`config.mk`:
```
export PLATFORM = sky130hd
export DESIGN_NAME = block_average_downscale
export DESIGN_NICKNAME = d
export VERILOG_FILES = /design/src/rtl/block_average_downscale.sv
export SDC_FILE = /design/constraint.sdc
export NUM_CORES = 1
export LEC_CHECK = 0
export CAP_MARGIN = 5
export CORE_AREA = 2 2 165 86
export DETAILED_ROUTE_END_ITERATION = 8
export DIE_AREA = 0 0 167 88
export PLACE_DENSITY_LB_ADDON = 0.05
export SYNTH_ARGS = -nofsm -noshare
export SYNTH_HDL_FRONTEND = slang
export SYNTH_SLANG_ARGS = --single-unit
```
`constraint.sdc`:
```
create_clock -name CLK -period 18.5 [get_ports CLK]
set_clock_uncertainty 0.05 [all_clocks]
set_input_delay 2.775 -clock CLK [delete_from_list [all_inputs] [get_ports CLK]]
set_output_delay 2.775 -clock CLK [all_outputs]
set_load 0.01 [all_outputs]
```
`src/rtl/block_average_downscale.sv`:
```
// block_average_downscale: shrinks a greyscale frame by averaging N x N blocks, N = 2^SHIFT_FACTOR
module block_average_downscale #(
  parameter int SHIFT_FACTOR  = 1,
  parameter int IMG_WIDTH_IN  = 160,
  parameter int IMG_HEIGHT_IN = 120
) (
  input  logic        CLK,
  input  logic        RESET,
  input  logic        START,
  output logic        BUSY,
  output logic        DONE,
  output logic [14:0] R_ADDR,
  output logic        R_EN,
  input  logic [7:0]  PIXEL_IN,
  output logic [14:0] W_ADDR,
  output logic [7:0]  W_DATA,
  output logic        W_EN
);
  localparam int N  = 1 << SHIFT_FACTOR;
  localparam int AW = 8 + 2 * SHIFT_FACTOR;
  localparam logic [14:0] L_NM1 = 15'(N - 1);
  localparam logic [14:0] L_WIN = 15'(IMG_WIDTH_IN);
  localparam logic [14:0] L_WOUT = 15'(IMG_WIDTH_IN >> SHIFT_FACTOR);
  localparam logic [14:0] L_WM1 = 15'((IMG_WIDTH_IN >> SHIFT_FACTOR) - 1);
  localparam logic [14:0] L_HM1 = 15'((IMG_HEIGHT_IN >> SHIFT_FACTOR) - 1);
  typedef enum logic [2:0] {IDLE, READ, DRAIN, WRITE, FINISH} state_t;
  state_t r_state;
  logic [14:0] r_ox, r_oy, r_dx, r_dy;
  logic [AW-1:0] r_acc;
  logic [14:0] w_ndx, w_ndy, w_nox, w_noy, w_rx, w_ry, w_rdx, w_rdy, w_raddr, w_waddr;
  logic w_last_rd, w_wrap_x, w_last_px;
  logic [AW-1:0] w_sum;
  // next read address: next sample of this block in READ, first sample of the next block in WRITE
  always_comb begin
    w_last_rd = r_dx == L_NM1 && r_dy == L_NM1;
    w_ndx = r_dx == L_NM1 ? '0 : r_dx + 15'd1;
    w_ndy = r_dx == L_NM1 ? r_dy + 15'd1 : r_dy;
    w_wrap_x = r_ox == L_WM1;
    w_last_px = w_wrap_x && r_oy == L_HM1;
    w_nox = w_wrap_x ? '0 : r_ox + 15'd1;
    w_noy = w_wrap_x ? r_oy + 15'd1 : r_oy;
    w_rx = r_state == WRITE ? w_nox : r_ox;
    w_ry = r_state == WRITE ? w_noy : r_oy;
    w_rdx = r_state == WRITE ? '0 : w_ndx;
    w_rdy = r_state == WRITE ? '0 : w_ndy;
    w_raddr = ((w_ry << SHIFT_FACTOR) + w_rdy) * L_WIN + (w_rx << SHIFT_FACTOR) + w_rdx;
    w_waddr = r_oy * L_WOUT + r_ox;
    w_sum = r_acc + AW'(PIXEL_IN);
  end
  always_ff @(posedge CLK or posedge RESET) begin
    if (RESET) begin
      r_state <= IDLE;
      r_ox <= '0;
      r_oy <= '0;
      r_dx <= '0;
      r_dy <= '0;
      r_acc <= '0;
      BUSY <= 1'b0;
      DONE <= 1'b0;
      R_ADDR <= '0;
      R_EN <= 1'b0;
      W_ADDR <= '0;
      W_DATA <= '0;
      W_EN <= 1'b0;
    end else begin
      case (r_state)
        IDLE: if (START) begin
          r_state <= READ;
          r_ox <= '0;
          r_oy <= '0;
          r_dx <= '0;
          r_dy <= '0;
          r_acc <= '0;
          BUSY <= 1'b1;
          R_EN <= 1'b1;
          R_ADDR <= '0;
        end
        READ: begin
          // PIXEL_IN lags R_EN by one cycle, so the first read cycle has nothing to add yet
          r_acc <= (r_dx == '0 && r_dy == '0) ? '0 : w_sum;
          if (w_last_rd) begin
            r_state <= DRAIN;
            R_EN <= 1'b0;
            r_dx <= '0;
            r_dy <= '0;
          end else begin
            r_dx <= w_ndx;
            r_dy <= w_ndy;
            R_ADDR <= w_raddr;
          end
        end
        DRAIN: begin
          r_acc <= w_sum;
          W_DATA <= 8'(w_sum >> (2 * SHIFT_FACTOR));
          W_ADDR <= w_waddr;
          W_EN <= 1'b1;
          r_state <= WRITE;
        end
        WRITE: begin
          W_EN <= 1'b0;
          if (w_last_px) begin
            r_state <= FINISH;
            BUSY <= 1'b0;
            DONE <= 1'b1;
          end else begin
            r_ox <= w_nox;
            r_oy <= w_noy;
            R_EN <= 1'b1;
            R_ADDR <= w_raddr;
            r_state <= READ;
          end
        end
        FINISH: begin
          DONE <= 1'b0;
          r_state <= IDLE;
        end
        default: r_state <= IDLE;
      endcase
    end
  end
endmodule

```
== Word level (Yosys, flattened, before mapping) ==
Index checks and enable logic that the tools add are counted.

* Add/sub/neg operators: 9
* $mul: 2
* Eq/ne operators: 13
* Multiplexer cells: 36
* Reduce and logical (&&, ||, !) cells: 20

{| class="wikitable"
|+ Operators with widths
! cell !! number
|-
| two-way mux 15 bit || 13
|-
| case mux 15 bit (2 select lines) || 4
|-
| adder 15 x 1 -> 15 bit, second input constant || 4
|-
| adder 15 bit || 4
|-
| case mux 15 bit (3 select lines) || 1
|-
| equality test 15 x 1 -> 1 bit, second input constant || 2
|-
| zero test 15 bit || 2
|-
| case mux 10 bit (3 select lines) || 1
|-
| two-way mux 14 bit || 2
|-
| two-way mux 10 bit || 2
|-
| equality test 15 x 6 -> 1 bit, second input constant || 1
|-
| equality test 15 x 7 -> 1 bit, second input constant || 1
|-
| multiplier 15 x 3 -> 10 bit, second input constant || 1
|-
| multiplier 15 x 3 -> 11 bit, second input constant || 1
|-
| case mux 3 bit (4 select lines) || 1
|-
| adder 10 x 8 -> 10 bit || 1
|-
| inequality test 2 bit, second input constant || 5
|-
| two-way mux 3 bit || 3
|-
| AND reduction 2 bit || 4
|-
| AND reduction 4 bit || 2
|-
| nonzero test 2 bit || 4
|-
| equality test 3 x 2 -> 1 bit, second input constant || 2
|-
| case mux 1 bit (2 select lines) || 3
|-
| AND reduction 3 bit || 2
|-
| other kinds (7) || 14
|}

* Bits in registers: 115
* Input port bits: 11
* Output and inout port bits: 42

== Logic depth before layout (Yosys ltp) ==
* Depth in word-level cells: 9
* Gate-level depth with buffers: 28

== Least setup slack after synthesis ==
Ideal clock, no wire load.

* Path kind: register -> register
* Start: register r_ox[7]
* End: register R_ADDR[13]
* Arrival time: 6020 ps
* Required time: 18329 ps
* Path slack: 12309 ps
* Cell stages (with the launch flop): 23
* Path buffers: 2
* Cell sequence: dfrtp_1 buf_6 or4b_1 or3_4 clkbuf_1 nor2_1 xor2_1 ha_1 fa_1 xor2_1 ha_1 ha_1 fa_1 xnor2_1 fa_1 inv_1 ha_1 and3_1 a2111oi_0 o21bai_1 a21oi_1 xnor2_1 a22o_1

* Longest elaborated chain between the ends: 9
* Elaborated cells between the ends (all ways): 16
* Classes of those cells: add/sub (4); mul (1); eq/ne (2); mux (7); reduce/logical (2)

{| class="wikitable"
|+ RTL lines
! what !! line !! RTL
|-
| from (decl) || 28 || <nowiki>logic [14:0] r_ox, r_oy, r_dx, r_dy;</nowiki>
|-
| from (signal assigned) || 106 || <nowiki>r_ox <= w_nox;</nowiki>
|-
| equality test 15 x 7 -> 1 bit || 38 || <nowiki>w_wrap_x = r_ox == L_WM1;</nowiki>
|-
| two-way mux 15 bit || 41 || <nowiki>w_noy = w_wrap_x ? r_oy + 15'd1 : r_oy;</nowiki>
|-
| two-way mux 14 bit || 43 || <nowiki>w_ry = r_state == WRITE ? w_noy : r_oy;</nowiki>
|-
| adder 15 bit || 46 || <nowiki>w_raddr = ((w_ry << SHIFT_FACTOR) + w_rdy) * L_WIN + (w_rx << SHIFT_FACTOR) + w_rdx;</nowiki>
|-
| multiplier 15 x 3 -> 10 bit || 46 ||
|-
| adder 15 bit (2 in series) || 46 ||
|-
| two-way mux 15 bit, on equally long branches || 101, 81 ||
|-
| case mux 15 bit (3 select lines) || 66 || <nowiki>case (r_state)</nowiki>
|-
| to (signal assigned) || 89 || <nowiki>R_ADDR <= w_raddr;</nowiki>
|-
| to (signal assigned) || 109 || <nowiki>R_ADDR <= w_raddr;</nowiki>
|-
| to (decl) || 12 || <nowiki>output logic [14:0] R_ADDR,</nowiki>
|}

Several ways; a longest one is shown, not always the timed one. The select of a mux whose other input is x is not followed.
A chain may end at the register's enable or synchronous reset.

== Worst setup path in the final report ==
* Start: register r_ox[0]
* End: register R_ADDR[13]

Same word-level chain as after synthesis.

==> report_table.html <==
<table>
<tr><th>Metric</th><th>Value</th></tr>
<tr><th colspan="2">Outcome</th></tr>
<tr><td>Status</td><td>completed</td></tr>
<tr><th colspan="2">Global routing</th></tr>
<tr><td>Most Crowded Layer GR</td><td>met1</td></tr>
<tr><td>Global routing usage on met3</td><td>under 10%</td></tr>
<tr><td>Met2 GRT Util</td><td>approximately 45%</td></tr>
<tr><td>Leftover overflow at the end of global routing</td><td>0</td></tr>
<tr><td>Global Route Usage Sum</td><td>roughly a third</td></tr>
<tr><td>Vias in the first global route</td><td>7029</td></tr>
<tr><td>Maximum number of pins on one net before global-route repair</td><td>64</td></tr>
<tr><td>Number of antenna violations at the first check in global routing</td><td>0</td></tr>
<tr><td>Met1 usage</td><td>between 50% and 60%</td></tr>
<tr><td>First-pass GRT wire length</td><td>around 38000 µm</td></tr>
<tr><th colspan="2">Synthesis</th></tr>
<tr><td>Synth warn</td><td>0</td></tr>
<tr><td>Ys async rst share</td><td>100%</td></tr>
<tr><td>Synthesized instance count</td><td>~960</td></tr>
<tr><td>Top_reg_cell synth</td><td>dfrtp_1</td></tr>
<tr><td>Number of enable flip-flop cells after synthesis</td><td>0</td></tr>
<tr><td>Synth Net Count</td><td>around 1.1k</td></tr>
<tr><td>Post-synth design cell area</td><td>between 8000 and 9000 µm²</td></tr>
<tr><td>Unique cell type count in the Yosys netlist</td><td>60</td></tr>
<tr><td>Portion of the post-synthesis area used by sequential elements</td><td>approximately 34%</td></tr>
<tr><td>Number of flip-flops and latches in the synthesized netlist</td><td>roughly 120</td></tr>
<tr><td>Avg Synthesized Cell Area</td><td>~8.9 µm²</td></tr>
<tr><th colspan="2">Clock tree</th></tr>
<tr><td>Num Clock Sinks</td><td>~120</td></tr>
<tr><td>Largest buffer count on any clock path</td><td>2</td></tr>
<tr><td>Number of buffers created by CTS</td><td>17</td></tr>
<tr><td>TritonCTS clock tree</td><td>built</td></tr>
<tr><td>Clk pin slew, worst setup/hold paths</td><td>0.06 ns</td></tr>
<tr><td>Count of instances resized after the clock tree is built</td><td>0</td></tr>
<tr><td>Hold-fix buffers at CTS</td><td>0</td></tr>
<tr><td># Post-CTS Setup Buffers</td><td>0</td></tr>
<tr><td>Cell chosen for the clock root</td><td>clkbuf_16</td></tr>
<tr><td>Clock latency reported for the late side of the worst-skew pair</td><td>between 0.4 and 0.5 ns</td></tr>
<tr><td>H-tree depth</td><td>4</td></tr>
<tr><th colspan="2">Die</th></tr>
<tr><td>Initial core utilization</td><td>approximately 64%</td></tr>
<tr><td>Vert. Die Dim</td><td>between 80 and 90 µm</td></tr>
<tr><td>Total Die Area</td><td>approximately 15000 µm²</td></tr>
<tr><td>Width of the die</td><td>between 150 and 200 µm</td></tr>
<tr><td>Cell Rows</td><td>30</td></tr>
<tr><td>Top-level port count</td><td>between 50 and 60</td></tr>
<tr><td>CORE AREA</td><td>between 10000 and 15000 µm²</td></tr>
<tr><th colspan="2">Finish</th></tr>
<tr><td>Layout filler cell count</td><td>roughly 1000</td></tr>
<tr><td>Synthesis-to-finish area growth</td><td>15.1%</td></tr>
<tr><td>Leading cell types in the layout, fill and taps excluded</td><td>dfrtp_1, o21ai_0, nand2_1</td></tr>
<tr><td>Fin area</td><td>about 9800 µm²</td></tr>
<tr><td>Final Net Count</td><td>between 1k and 1.5k</td></tr>
<tr><td>Most frequent standard cell in the layout excluding fill and tap cells</td><td>dfrtp_1</td></tr>
<tr><td># diodes</td><td>0</td></tr>
<tr><td>Layout cell share with drive strength beyond 1</td><td>under 10%</td></tr>
<tr><th colspan="2">Place</th></tr>
<tr><td>Half-perimeter wire length after detailed placement</td><td>between 15000 and 20000 µm</td></tr>
<tr><td>Final RePlAce weighted congestion</td><td>slightly below 1</td></tr>
<tr><td>Number of port buffers</td><td>52</td></tr>
<tr><td>Placed Instance Area</td><td>9130 µm²</td></tr>
<tr><th colspan="2">Setup path</th></tr>
<tr><td>Startpoint Class</td><td>flop</td></tr>
<tr><td>End of the worst register-to-register path</td><td>R_ADDR[13]</td></tr>
<tr><td>Signal arrival time at the worst endpoint</td><td>6.89 ns</td></tr>
<tr><td>Count of cell instances traversed by the critical path</td><td>21</td></tr>
<tr><td>Critical path endpoint category</td><td>flop</td></tr>
<tr><td>Cell seen most often among critical-path stages</td><td>ha_1</td></tr>
<tr><td>Worst setup endpoint</td><td>R_ADDR[13]</td></tr>
<tr><td>Reg2Reg Setup Slack</td><td>approximately 12 ns</td></tr>
<tr><td>Startpoint of the most critical register-to-register path</td><td>r_ox[0]</td></tr>
<tr><td>Cell-by-cell trace of the critical path</td><td>ha_1, nand4b_1, or3_4, nor2_1, xor2_1, ha_1, fa_1, xor2_1, ha_1, ha_1, fa_1, xnor2_1, fa_1, inv_1, ha_1, and3_1, a2111oi_0, o21bai_1, a21oi_1, xnor2_1, a22o_1</td></tr>
<tr><td>Worst-path fanout max</td><td>13</td></tr>
<tr><td>Library cell contributing the largest single delay on the critical path</td><td>a2111oi_0</td></tr>
<tr><td>Crit Path Class</td><td>reg2reg</td></tr>
<tr><td>Required arrival time at the worst endpoint</td><td>between 15 and 20 ns</td></tr>
<tr><td>CP peak stage delay</td><td>around 0.68 ns</td></tr>
<tr><td>Crit path from</td><td>r_ox[0]</td></tr>
<tr><td>CP Buf/Inv Count</td><td>1</td></tr>
<tr><td>Kind of cell adding the most delay to the critical path</td><td>adder cells</td></tr>
<tr><td>Worst reg2reg path depth</td><td>21</td></tr>
<tr><th colspan="2">STA</th></tr>
<tr><td>Final Cycle Share</td><td>35.9%</td></tr>
<tr><td>Aggregate negative setup slack</td><td>0 ns</td></tr>
<tr><td>Hold Fails Final Rpt</td><td>0</td></tr>
<tr><td>Unrepaired setup endpoints after global routing</td><td>no</td></tr>
<tr><td>Final count of negative-setup-slack endpoints</td><td>0</td></tr>
<tr><td>Worst-Margin Slew</td><td>~1.1 ns</td></tr>
<tr><td>Number of max-slew violations in the final report</td><td>0</td></tr>
<tr><td>Clock period minus worst slack</td><td>6.64 ns</td></tr>
<tr><td>Max-slew headroom at the worst pin</td><td>a little over a quarter</td></tr>
<tr><td>Fmax</td><td>roughly 0.15 GHz</td></tr>
<tr><th colspan="2">Pwr</th></tr>
<tr><td>Clk pwr share</td><td>25.0%</td></tr>
<tr><td>Power density normalized to cell area</td><td>150 nW/µm²</td></tr>
<tr><td>Power spent charging and discharging nets</td><td>0.577 mW</td></tr>
<tr><td>Total internal power</td><td>roughly 0.89 mW</td></tr>
<tr><td>Sequential power share</td><td>between 20% and 30%</td></tr>
<tr><td>Worst voltage drop across the vdd grid</td><td>around 0.11 mV</td></tr>
<tr><td>Part of the power in combinational logic</td><td>between 50% and 60%</td></tr>
<tr><td>Static power due to leakage</td><td>approximately 4.5 nW</td></tr>
<tr><td>Sw frac</td><td>39.3%</td></tr>
<tr><th colspan="2">Route</th></tr>
<tr><td>Post-detailed-routing wire length</td><td>23000 µm</td></tr>
<tr><td>Number of violations reported at the end of detailed-routing iteration 0</td><td>980</td></tr>
<tr><td>Avg Vias per Cell</td><td>around 6.3</td></tr>
<tr><td>Number of detailed-routing iterations run before antenna repair</td><td>5</td></tr>
<tr><td>Remaining routing DRC violations</td><td>0</td></tr>
<tr><td>Post-detailed-route count of antenna-violating nets</td><td>0</td></tr>
<tr><td>Post-detailed-route wirelength per cell</td><td>approximately 19 µm</td></tr>
<tr><td>Routed via count</td><td>about 7.4k</td></tr>
<tr><th colspan="2">Run</th></tr>
<tr><td>Max cap viols</td><td>0</td></tr>
<tr><th colspan="2">Hold path</th></tr>
<tr><td>Kind of path behind the tightest hold check</td><td>reg2reg</td></tr>
<tr><td>Hold Path Origin</td><td>W_ADDR[5]</td></tr>
</table>
-- final cells by class --
class / count / area [µm²] / share of cell area, %
Inverter: 38 / 145 / 1.48
Tap cell: 176 / 220 / 2.25
Clock inverter: 15 / 220 / 2.25
Clock buffer: 17 / 425 / 4.35
Sequential cell: 115 / 2880 / 29.4
Multi-Input combinational cell: 760 / 5300 / 54.2
Timing Repair Buffer: 61 / 588 / 6.01
-- synth_stat cells (5+ instances only) --
cell / instances / area, µm²
clkbuf_1: 35 / 131
dfrtp_1: 115 / 2880
o21bai_1: 10 / 75.1
or2_2: 6 / 37.5
a21o_1: 23 / 173
xnor2_1: 58 / 508
inv_1: 38 / 143
a22o_1: 17 / 149
o21ai_0: 104 / 521
nand4_1: 10 / 62.6
nor2_1: 78 / 293
and3_1: 21 / 131
mux2_2: 14 / 158
o41ai_1: 6 / 52.6
xor2_1: 29 / 254
nor4_1: 5 / 31.3
nor2b_1: 11 / 68.8
or3_1: 8 / 50.1
a31oi_1: 8 / 50.1
a21oi_1: 47 / 235
nor3_1: 18 / 90.1
nand2_1: 95 / 357
fa_1: 15 / 300
ha_1: 76 / 951
nand2b_1: 8 / 50.1
o31ai_1: 17 / 128
nand3_1: 29 / 145
-- through the flow --
step	util, %	power (mW)	hold slack [ns]	setup WS, ns	instances
detailed placement	68.9	1.08	0.420	12.01	1150
global placement	68.9	1.05	0.412	12.18	1150
floorplan	-	0.893	0.419	12.31	955
finish	73.8	1.47	0.429	11.86	1182
global route	73.8	1.57	0.461	11.55	1182
CTS	73.8	1.46	0.433	11.94	1182
-- worst min path at each step --
| stage | slack (ns) | cells after the start | to |
|---|---|---|---|
| after global routing | 0.46 | 2 | W_ADDR[5] |
| after global placement | 0.41 | 2 | W_ADDR[10] |
| after floorplan | 0.42 | 1 | r_dy[13] |
| after detailed placement | 0.42 | 2 | W_ADDR[5] |
| final | 0.43 | 2 | W_ADDR[5] |
| after CTS | 0.43 | 2 | W_ADDR[5] |
-- power groups by stage --
stage	sequential, mW	combinational [mW]	clock [mW]
global placement	0.364	0.683	0
floorplan	0.355	0.538	0
detailed placement	0.368	0.716	0
CTS	0.365	0.727	0.369
finish	0.367	0.735	0.368
global route	0.374	0.815	0.381
-- flip-flops by register name, summed over array words and instances (netlist names) --
signal   count
r_ox        15
r_dy        15
r_oy        15
R_ADDR      15
DONE         1
R_EN         1
W_EN         1
W_DATA       8
r_dx        15
BUSY         1
r_state      3
W_ADDR      15
r_acc       10
-- kinds of logic (layout without fill, tap and decap cells) --
family                     count (synthesis)  after routing  share of synthesized area, %
xor gates and xnor gates                  88             88                          9.23
muxes                                     15             15                          1.97
DFF                                      115            115                          33.9
adders and majority gates                 91             91                          14.7
buffers and inverters                     80            131                          3.76
and+or+nand+nor                          312            312                          18.1
AOI/OAI and AO/OA                        254            254                          18.4
-- metal layers --
layer	vias to the layer above	part of all wire [%]
li1	3474	-
met1	3562	49
met2	350	40
met3	43	10
met4	0	1.7
met5	-	0
-- worst register-to-register path: stages (launching register included) --
cell and delay (ns):
dfrtp_1 0.45, ha_1 0.31, nand4b_1 0.26, or3_4 0.52, nor2_1 0.33, xor2_1 0.15, ha_1 0.28, fa_1 0.43
xor2_1 0.28, ha_1 0.29, ha_1 0.23, fa_1 0.44, xnor2_1 0.17, fa_1 0.48, inv_1 0.04, ha_1 0.34
and3_1 0.18, a2111oi_0 0.68, o21bai_1 0.11, a21oi_1 0.20, xnor2_1 0.09, a22o_1 0.19
Power figures use the tool's default switching activity.
